`src/rtl/stream_buf_ctrl.sv`:
```
// Ring-buffer controller for the valid-tagged dual-port slot memory: stream in on port A, read/clear on port B, stream out.
// Optional build macro STREAM_BUF_VLD_CHECK_EN enables checking of the slot valid bit on read, plus the sticky err flag.
module stream_buf_ctrl #(
  parameter int PAYLOAD_BITS  = 32,
  parameter int NUM_ADDR_BITS = 6
) (
  input  logic                      clk,
  input  logic                      reset,
  input  logic [PAYLOAD_BITS-1:0]   din,
  input  logic                      din_vld,
  output logic                      din_rdy,
  output logic [PAYLOAD_BITS-1:0]   dout,
  output logic                      dout_vld,
  input  logic                      dout_rdy,
  output logic                      wea,
  output logic [NUM_ADDR_BITS-1:0]  addra,
  output logic [PAYLOAD_BITS:0]     dina,
  output logic                      web,
  output logic [NUM_ADDR_BITS-1:0]  addrb,
  output logic [PAYLOAD_BITS:0]     dinb,
  input  logic [PAYLOAD_BITS:0]     doutb,
  output logic                      err
);

  localparam int DEPTH = 2 ** NUM_ADDR_BITS;
  localparam logic [NUM_ADDR_BITS:0]   DEPTH_C = (NUM_ADDR_BITS + 1)'(DEPTH);
  localparam logic [NUM_ADDR_BITS:0]   CNT_ONE = (NUM_ADDR_BITS + 1)'(1);
  localparam logic [NUM_ADDR_BITS:0]   CNT_ZERO = (NUM_ADDR_BITS + 1)'(0);
  localparam logic [NUM_ADDR_BITS-1:0] PTR_ONE = NUM_ADDR_BITS'(1);

  typedef enum logic [1:0] {
    ST_IDLE = 2'd0,
    ST_RD   = 2'd1,
    ST_CLR  = 2'd2
  } state_t;

  state_t                    state_r;
  logic [NUM_ADDR_BITS-1:0]  wr_ptr_r;
  logic [NUM_ADDR_BITS-1:0]  rd_ptr_r;
  logic [NUM_ADDR_BITS:0]    count_r;
  logic [NUM_ADDR_BITS:0]    count_nxt_s;
  logic [PAYLOAD_BITS-1:0]   dout_r;
  logic                      dout_vld_r;
  logic                      web_r;
  logic                      accept_s;
  logic                      capture_s;
  logic                      slot_ok_s;
  logic                      out_free_s;
  logic                      start_s;

`ifdef STREAM_BUF_VLD_CHECK_EN
  logic err_r;
  assign slot_ok_s = doutb[PAYLOAD_BITS];
  assign err       = err_r;

  // Sticky flag: a slot read back without its valid bit.
  always_ff @(posedge clk) begin
    if (reset) begin
      err_r <= 1'b0;
    end else if ((state_r == ST_CLR) && !slot_ok_s) begin
      err_r <= 1'b1;
    end else begin
      err_r <= err_r;
    end
  end
`else
  logic unused_vld_s;
  assign unused_vld_s = doutb[PAYLOAD_BITS];
  assign slot_ok_s    = 1'b1;
  assign err          = 1'b0;
`endif

  assign din_rdy    = (count_r != DEPTH_C);
  assign accept_s   = din_vld & din_rdy;
  assign capture_s  = (state_r == ST_CLR) & slot_ok_s;
  assign out_free_s = ~dout_vld_r | dout_rdy;
  // Uses the post-update count so a word accepted this cycle starts its read next cycle.
  assign start_s    = (count_nxt_s != CNT_ZERO) & out_free_s;

  assign wea   = accept_s;
  assign addra = wr_ptr_r;
  assign dina  = {1'b1, din};
  assign web   = web_r;
  assign addrb = rd_ptr_r;
  assign dinb  = {(PAYLOAD_BITS + 1){1'b0}};
  assign dout     = dout_r;
  assign dout_vld = dout_vld_r;

  // Occupancy after this cycle's accept and capture; both at once leaves it unchanged.
  always_comb begin
    count_nxt_s = count_r;
    case ({accept_s, capture_s})
      2'b10:   count_nxt_s = count_r + CNT_ONE;
      2'b01:   count_nxt_s = count_r - CNT_ONE;
      default: count_nxt_s = count_r;
    endcase
  end

  // Pointers, occupancy, output register and the read FSM.
  always_ff @(posedge clk) begin
    if (reset) begin
      state_r    <= ST_IDLE;
      wr_ptr_r   <= {NUM_ADDR_BITS{1'b0}};
      rd_ptr_r   <= {NUM_ADDR_BITS{1'b0}};
      count_r    <= CNT_ZERO;
      dout_r     <= {PAYLOAD_BITS{1'b0}};
      dout_vld_r <= 1'b0;
      web_r      <= 1'b0;
    end else begin
      count_r <= count_nxt_s;
      if (accept_s) begin
        wr_ptr_r <= wr_ptr_r + PTR_ONE;
      end
      if (capture_s) begin
        rd_ptr_r   <= rd_ptr_r + PTR_ONE;
        dout_r     <= doutb[PAYLOAD_BITS-1:0];
        dout_vld_r <= 1'b1;
      end else if (dout_vld_r && dout_rdy) begin
        dout_vld_r <= 1'b0;
      end
      case (state_r)
        ST_IDLE: begin
          web_r <= 1'b0;
          if (start_s) begin
            state_r <= ST_RD;
          end
        end
        // Hold the read until the output register is certain to be free at the capture.
        ST_RD: begin
          if (out_free_s) begin
            state_r <= ST_CLR;
            web_r   <= 1'b1;
          end else begin
            web_r   <= 1'b0;
          end
        end
        ST_CLR: begin
          web_r <= 1'b0;
          if (!slot_ok_s) begin
            state_r <= ST_RD;
          end else if (start_s) begin
            state_r <= ST_RD;
          end else begin
            state_r <= ST_IDLE;
          end
        end
        default: begin
          state_r <= ST_IDLE;
          web_r   <= 1'b0;
        end
      endcase
    end
  end

endmodule

```
`config.mk`:
```
export PLATFORM = sky130hd
export DESIGN_NAME = stream_buf_ctrl
export DESIGN_NICKNAME = d
export VERILOG_FILES = /design/src/rtl/stream_buf_ctrl.sv
export SDC_FILE = /design/constraint.sdc
export NUM_CORES = 1
export LEC_CHECK = 0
export BUFFER_PORTS_ARGS = -buffer_cell sky130_fd_sc_hd__buf_4
export CAP_MARGIN = 20
export CORE_UTILIZATION = 42
export DETAILED_ROUTE_END_ITERATION = 8
export PLACE_DENSITY = 0.81
export SYNTH_ARGS = -nofsm -noshare
export SYNTH_HDL_FRONTEND = slang
export SYNTH_SLANG_ARGS = --single-unit
```
`constraint.sdc`:
```
create_clock -name clk -period 3.4 [get_ports clk]
set_input_delay 0.51 -clock clk [delete_from_list [all_inputs] [get_ports clk]]
set_output_delay 0.51 -clock clk [all_outputs]
set_load 0.1 [all_outputs]
```
==> results.sh, run 1 <==
export IMPL_status="finished clean"
export IMPL_seq_area_frac_synth_pct=39.3
export IMPL_path_cells="nor3_1 -> nand2_1 -> nand2_1 -> ha_1 -> ha_1 -> a21oi_1 -> and3b_1 -> nor3_1 -> o2111a_1 -> a311oi_2"
export IMPL_path_class="flip-flop to flip-flop"
export IMPL_cp_start_kind="flip-flop"
export IMPL_cts_buffers=5
export IMPL_final_nets=462
export IMPL_fillers=631
export IMPL_io_buffer_count=83
export IMPL_syn_area_per_cell_um2=8.21
export IMPL_fin_skew_ns=0.00246
export IMPL_cap_violations=0
export IMPL_grt_pass1_vias=1986
export IMPL_place_congestion=0.831
export IMPL_fin_util_pct=49.7
export IMPL_rsz0062_at_grt="false"
export IMPL_clockRootBuffer="clkbuf_8"
export IMPL_yosysWarnings=0
export IMPL_cp_arrival_ns=3.05
export IMPL_rr_startpoint="count_r[0]$_SDFF_PP0_"
export IMPL_finalWirelength_mm=5.51
export IMPL_r2r_end="state_r[0]$_SDFFE_PP0P_"
export IMPL_initial_core_util_pct=43.8
export IMPL_drive_gt1_share_pct=25.2
export IMPL_final_antenna_net_count=0
export IMPL_h_tree_depth=2
export IMPL_crit_fanout=10
export IMPL_diodes=0
export IMPL_synth_edf_count=0
export IMPL_dp_slack_ns=0.521
export IMPL_num_rows=29
export IMPL_synth_largest_area_cell="dfxtp_1"
export IMPL_ys_seq_elements=55
export IMPL_finalWorstSetupSlack_ns=0.516
export IMPL_min_period_over_period_pct=84.8
export IMPL_async_reset_ff_share_pct=0
export IMPL_wl_per_cell_um=11.9
export IMPL_hold_depth=3
export IMPL_peakVddDrop_mv=0.365
export IMPL_timing_final_crit_period_ns=2.88
export IMPL_reg2reg_slack_ns=0.52
export IMPL_clock_latency_ns=0.29
export IMPL_die_area_um2=7000
export IMPL_fp_dieH_um=83.7
export IMPL_finalMaxSlewViolations=0
export IMPL_core_region_area_um2=6390
export IMPL_grt_max_degree=56
export IMPL_cp_required_ns=3.56
export IMPL_max_freq_mhz=347
export IMPL_cts_tree="done"
export IMPL_num_vias=2174
export IMPL_final_common_cell="buf_4"
export IMPL_holdWs_ns=0.454
export IMPL_fin_cells=462
export IMPL_post_cts_setup_buffers=0
export IMPL_grt_overflow=0
export IMPL_setup_viol=0
export IMPL_vias_per_cell=4.71
export IMPL_netlist_instances=341
export IMPL_clockBufferDepth=2
export IMPL_dp_cells=454
export IMPL_fp_dieW_um=83.7
export IMPL_grt_use_total_pct=15.7
export IMPL_r2r_cells=10
export IMPL_p_leak_nw=1.45
export IMPL_syn_to_final_growth_pct=13.4
export IMPL_numClockSinks=55
export IMPL_hpwl_mm=4.09
export IMPL_cp_end_kind="flip-flop"
export IMPL_yosys_top_cells_area="dfxtp_1 (39%), buf_4 (18%), nand2_1 (10%)"
export IMPL_finalSetupTns_ns=0
export IMPL_cpPeakStageDelay_ns=0.40
export IMPL_clk_pin_slew_ns=0.09
export IMPL_final_cell_mix="buf_4 (85), nand2_1 (75), dfxtp_1 (55), a21oi_1 (39), conb_1 (35)"
export IMPL_synth_top_area_share_pct=39.3
export IMPL_grt_antenna_before_repair=0
export IMPL_power_density_nw_per_um2=696
export IMPL_synth_cell_types=42
export IMPL_dr_pass1_iters=4
export IMPL_synth_ff_type="dfxtp_1"
export IMPL_hold_path_end="dout[27]$_SDFFE_PP0P_"
export IMPL_cts_hold_fix_buffers=0
export IMPL_pin_count=184
export IMPL_finalHoldViolations=0
export IMPL_first_iter_violations=47
export IMPL_grt_pass1_wl_mm=9.05
export IMPL_min_path_type="primary input to flip-flop"
export IMPL_tightest_slew_ns=0.578
export IMPL_drc=0
export IMPL_crit_slowest_cell="dfxtp_1"
export IMPL_cts_resized=0
export IMPL_worstHoldStart="doutb[27]"
export IMPL_synthesis_area_um2=2800
export IMPL_slew_headroom_pct=61.5
-- power breakdown --
part	total (mW)	internal, mW	switching, mW
Clock	0.337	0.145	0.192
Combinational	1.09	0.253	0.834
Sequential	0.788	0.727	0.0616
-- synth_stat cells (4+ instances only) --
cell / n
nand2_1: 75
nor3_1: 4
a21oi_1: 39
nand4_1: 4
clkbuf_1: 10
ha_1: 8
xor2_1: 11
nor2_1: 23
buf_4: 67
dfxtp_1: 55
-- sequential cells by signal, indices dropped and copies added, names as in the netlist --
signal and cells:
addra 6, addrb 6, count_r 7, dout 32
dout_vld 1, state_r 2, web 1
-- worst max-delay path, delay by kind of cell (launching register included) --
kind            cells  cell delay (ns)
simple gates        5             0.99
fa+ha+maj           2             0.75
compound gates      3             0.62
flops               1             0.40
-- final cells by class --
class	instances	area (µm²)	share of cell area, %
Tap cell	77	96.3	3.03
Inverter	4	15.0	0.473
Timing Repair Buffer	85	638	20.1
Clock buffer	7	76.3	2.40
Sequential cell	55	1100	34.7
Clock inverter	1	5.00	0.158
Multi-Input combinational cell	233	1240	39.2
-- metal layers --
layer / vias up / part of all wire, % / GRT usage, % / wire length [µm]
li1: 1096 / - / - / -
met1: 996 / 41 / 17.9 / 2250
met2: 66 / 51 / 27.9 / 2830
met3: 16 / 5.0 / 3.76 / 277
met4: 0 / 2.8 / 6.63 / 157
met5: - / 0 / 0 / 0
-- worst max-delay path by stage --
| stage | startpoint | end | slack, ns | depth (start not counted) |
|---|---|---|---|---|
| 6_report | count_r[0]$_SDFF_PP0_ | state_r[0]$_SDFFE_PP0P_ | 0.52 | 10 |
| 2_1_floorplan | count_r[2]$_SDFF_PP0_ | state_r[0]$_SDFFE_PP0P_ | 0.17 | 10 |
| 3_3_place_gp | count_r[2]$_SDFF_PP0_ | state_r[0]$_SDFFE_PP0P_ | 0.59 | 10 |
| 5_1_grt | count_r[0]$_SDFF_PP0_ | state_r[0]$_SDFFE_PP0P_ | 0.29 | 10 |
| 3_5_place_dp | count_r[2]$_SDFF_PP0_ | state_r[0]$_SDFFE_PP0P_ | 0.52 | 10 |
| 4_1_cts | count_r[0]$_SDFF_PP0_ | state_r[0]$_SDFFE_PP0P_ | 0.51 | 10 |
-- cell families (layout without fill, tap and decap cells) --
logic type	Yosys count	after routing	synth area share, %
AO/OA/AOI/OAI	52	52	11.3
XOR/XNOR	14	14	4.38
adder cells (fa/ha/maj)	9	9	4.29
buffers and inverters	86	97	20.6
flip-flops	55	55	39.3
multiplexers	4	4	1.47
other	2	35	0.268
AND/OR/NAND/NOR	119	119	18.4
-- stage by stage --
stage	power (mW)	cell area, µm²
6_report	2.21	3180
3_3_place_gp	1.88	3100
4_1_cts	2.24	3180
3_5_place_dp	1.90	3100
2_1_floorplan	1.91	2920
5_1_grt	2.34	3180
No activity file was read; power rests on OpenSTA's default activity.
==> run 2: changes to the inputs <==
--- a/config.mk
+++ b/config.mk
@@ -7,9 +7,9 @@
 export LEC_CHECK = 0
 export BUFFER_PORTS_ARGS = -buffer_cell sky130_fd_sc_hd__buf_4
 export CAP_MARGIN = 20
-export CORE_UTILIZATION = 42
+export CORE_UTILIZATION = 38
 export DETAILED_ROUTE_END_ITERATION = 8
-export PLACE_DENSITY = 0.81
+export PLACE_DENSITY = 0.77
 export SYNTH_ARGS = -nofsm -noshare
 export SYNTH_HDL_FRONTEND = slang
 export SYNTH_SLANG_ARGS = --single-unit
==> constraint.sdc (replaced) <==
create_clock -name clk -period 2.51 [get_ports clk]
set_input_delay 0.3765 -clock clk [delete_from_list [all_inputs] [get_ports clk]]
set_output_delay 0.3765 -clock clk [all_outputs]
set_load 0.1 [all_outputs]
==> run 2 against run 1 <==
  * Flip-flop and latch count unchanged
  * Utilization up 0.98 points
  * Global-route usage down 0.53 points
  * Highest routed layer unchanged
==> results.sh, run 2 (synthesis results as in run 1) <==
export IMPL_grt_use_total_pct=15.2
export IMPL_path_cells="nor4b_4 -> nand2_4 -> nand2_4 -> ha_4 -> buf_4 -> ha_4 -> nor2b_4 -> or4b_4 -> o211ai_2 -> xnor2_2 -> a311oi_2"
export IMPL_finalWirelength_mm=6.10
export IMPL_hold_path_end="dout[24]$_SDFFE_PP0P_"
export IMPL_tightest_slew_ns=0.586
export IMPL_place_congestion=0.797
export IMPL_finalWorstSetupSlack_ns=0.0144
export IMPL_wl_per_cell_um=12.3
export IMPL_dr_pass1_iters=4
export IMPL_dp_slack_ns=-0.0398
export IMPL_num_rows=30
export IMPL_crit_slowest_cell="or4b_4"
export IMPL_status="finished clean"
export IMPL_path_class="flip-flop to flip-flop"
export IMPL_grt_pass1_vias=2088
export IMPL_io_buffer_count=83
export IMPL_cp_required_ns=2.68
export IMPL_crit_fanout=7
export IMPL_fp_dieH_um=87.8
export IMPL_grt_overflow=0
export IMPL_syn_to_final_growth_pct=25.8
export IMPL_hold_depth=3
export IMPL_numClockSinks=55
export IMPL_min_path_type="primary input to flip-flop"
export IMPL_drive_gt1_share_pct=33.2
export IMPL_peakVddDrop_mv=0.373
export IMPL_cts_hold_fix_buffers=0
export IMPL_p_sw_mw=1.57
export IMPL_finalSetupTns_ns=0
export IMPL_clockBufferDepth=2
export IMPL_power_density_nw_per_um2=950
export IMPL_fin_cells=494
export IMPL_max_freq_mhz=401
export IMPL_dp_cells=477
export IMPL_clock_latency_ns=0.30
export IMPL_final_antenna_net_count=0
export IMPL_timing_final_crit_period_ns=2.50
export IMPL_h_tree_depth=2
export IMPL_rr_startpoint="count_r[2]$_SDFF_PP0_"
export IMPL_cp_start_kind="flip-flop"
export IMPL_initial_core_util_pct=40.3
export IMPL_worstHoldStart="doutb[24]"
export IMPL_power_frac_clock_pct=18.0
export IMPL_finalHoldViolations=0
export IMPL_grt_antenna_before_repair=0
export IMPL_r2r_cells=11
export IMPL_fin_util_pct=50.7
export IMPL_clockRootBuffer="clkbuf_8"
export IMPL_setup_viol=0
export IMPL_swShare_pct=46.8
export IMPL_num_vias=2264
export IMPL_largest_register_ffs=32
export IMPL_r2r_end="state_r[0]$_SDFFE_PP0P_"
export IMPL_diodes=0
export IMPL_cp_arrival_ns=2.66
export IMPL_finalInstanceArea_um2=3520
export IMPL_fp_dieW_um=87.8
export IMPL_rsz0062_at_grt="true"
export IMPL_placed_cell_area_um2=3240
export IMPL_fin_skew_ns=0.00242
export IMPL_p_leak_nw=1.55
export IMPL_grt_pass1_wl_mm=9.14
export IMPL_drc=0
export IMPL_p_int_mw=1.78
export IMPL_vias_per_cell=4.58
export IMPL_reg2reg_slack_ns=0.01
export IMPL_cpPeakStageDelay_ns=0.46
export IMPL_min_period_over_period_pct=99.4
export IMPL_pwr_share_comb_pct=50.3
export IMPL_core_region_area_um2=6940
export IMPL_holdWs_ns=0.312
export IMPL_finalPower_mw=3.34
export IMPL_finalMaxSlewViolations=0
export IMPL_final_common_cell="buf_4"
export IMPL_clk_pin_slew_ns=0.09
export IMPL_pin_count=184
export IMPL_final_nets=475
export IMPL_grt_max_degree=56
export IMPL_cts_tree="done"
export IMPL_hpwl_mm=4.26
export IMPL_first_iter_violations=52
export IMPL_slew_headroom_pct=61.0
export IMPL_final_cell_mix="buf_4 (96), nand2_1 (73), dfxtp_1 (53), a21oi_1 (38), conb_1 (35)"
export IMPL_cts_buffers=5
export IMPL_cap_violations=0
export IMPL_die_area_um2=7720
export IMPL_cp_end_kind="flip-flop"
export IMPL_seqPwrFrac_pct=31.7
-- run 2: cell count changes in the layout (fill, tap and decap cells not counted), sizes merged --
cell	delta
buf	+13
bufinv	+1
clkbuf	-1
-- run 2: metal layers --
layer	track usage (%)	share of wire, %	vias up
li1	-	-	1125
met1	15.6	38	1064
met2	30.2	56	62
met3	3.68	4.7	13
met4	4.17	1.5	0
met5	0	0	-
-- run 2: how the worst max path moves through the flow --
stage / from / cells past startpoint / to / slack (ns)
final: count_r[2]$_SDFF_PP0_ / 11 / state_r[0]$_SDFFE_PP0P_ / 0.01
after global routing: count_r[2]$_SDFF_PP0_ / 11 / state_r[0]$_SDFFE_PP0P_ / -0.1
after CTS: count_r[2]$_SDFF_PP0_ / 11 / state_r[0]$_SDFFE_PP0P_ / 0.01
after detailed placement: count_r[2]$_SDFF_PP0_ / 10 / state_r[0]$_SDFFE_PP0P_ / -0.04
after global placement: count_r[2]$_SDFF_PP0_ / 10 / state_r[0]$_SDFFE_PP0P_ / 0.002
after floorplan: state_r[0]$_SDFFE_PP0P_ / 12 / state_r[0]$_SDFFE_PP0P_ / -0.04
-- run 2: layout make-up --
type                            instances  area [µm²]
Fill cell                             687        3420
Inverter                                4        15.0
Clock inverter                          2        35.0
Multi-Input combinational cell        233        1420
Timing Repair Buffer                   98         743
Clock buffer                            6        82.6
Tap cell                               96         120
Sequential cell                        55        1110
-- run 2: worst max-delay path: cells and delay by family (launching register included) --
kind / cells / cell delay, ns
simple gates: 5 / 1.12
flops: 1 / 0.37
fa+ha+maj: 2 / 0.34
compound gates: 2 / 0.22
buf+inv: 1 / 0.15
xor+xnor: 1 / 0.15
-- run 2: what timing repair did --
action                     4_1_cts  5_1_grt
setup buffers                    2        7
gates resized for setup          1       16
pin swaps                        3       11
setup endpoints to repair        1        3
-- run 2: power by group through the flow --
stage                     sequential, mW  combinational, mW  clock, mW
after floorplan                     1.62               1.03          0
after global placement              1.07               1.57          0
after detailed placement            1.08               1.59          0
after CTS                           1.06               1.60      0.622
after global routing                1.08               1.79      0.657
final                               1.06               1.68      0.602
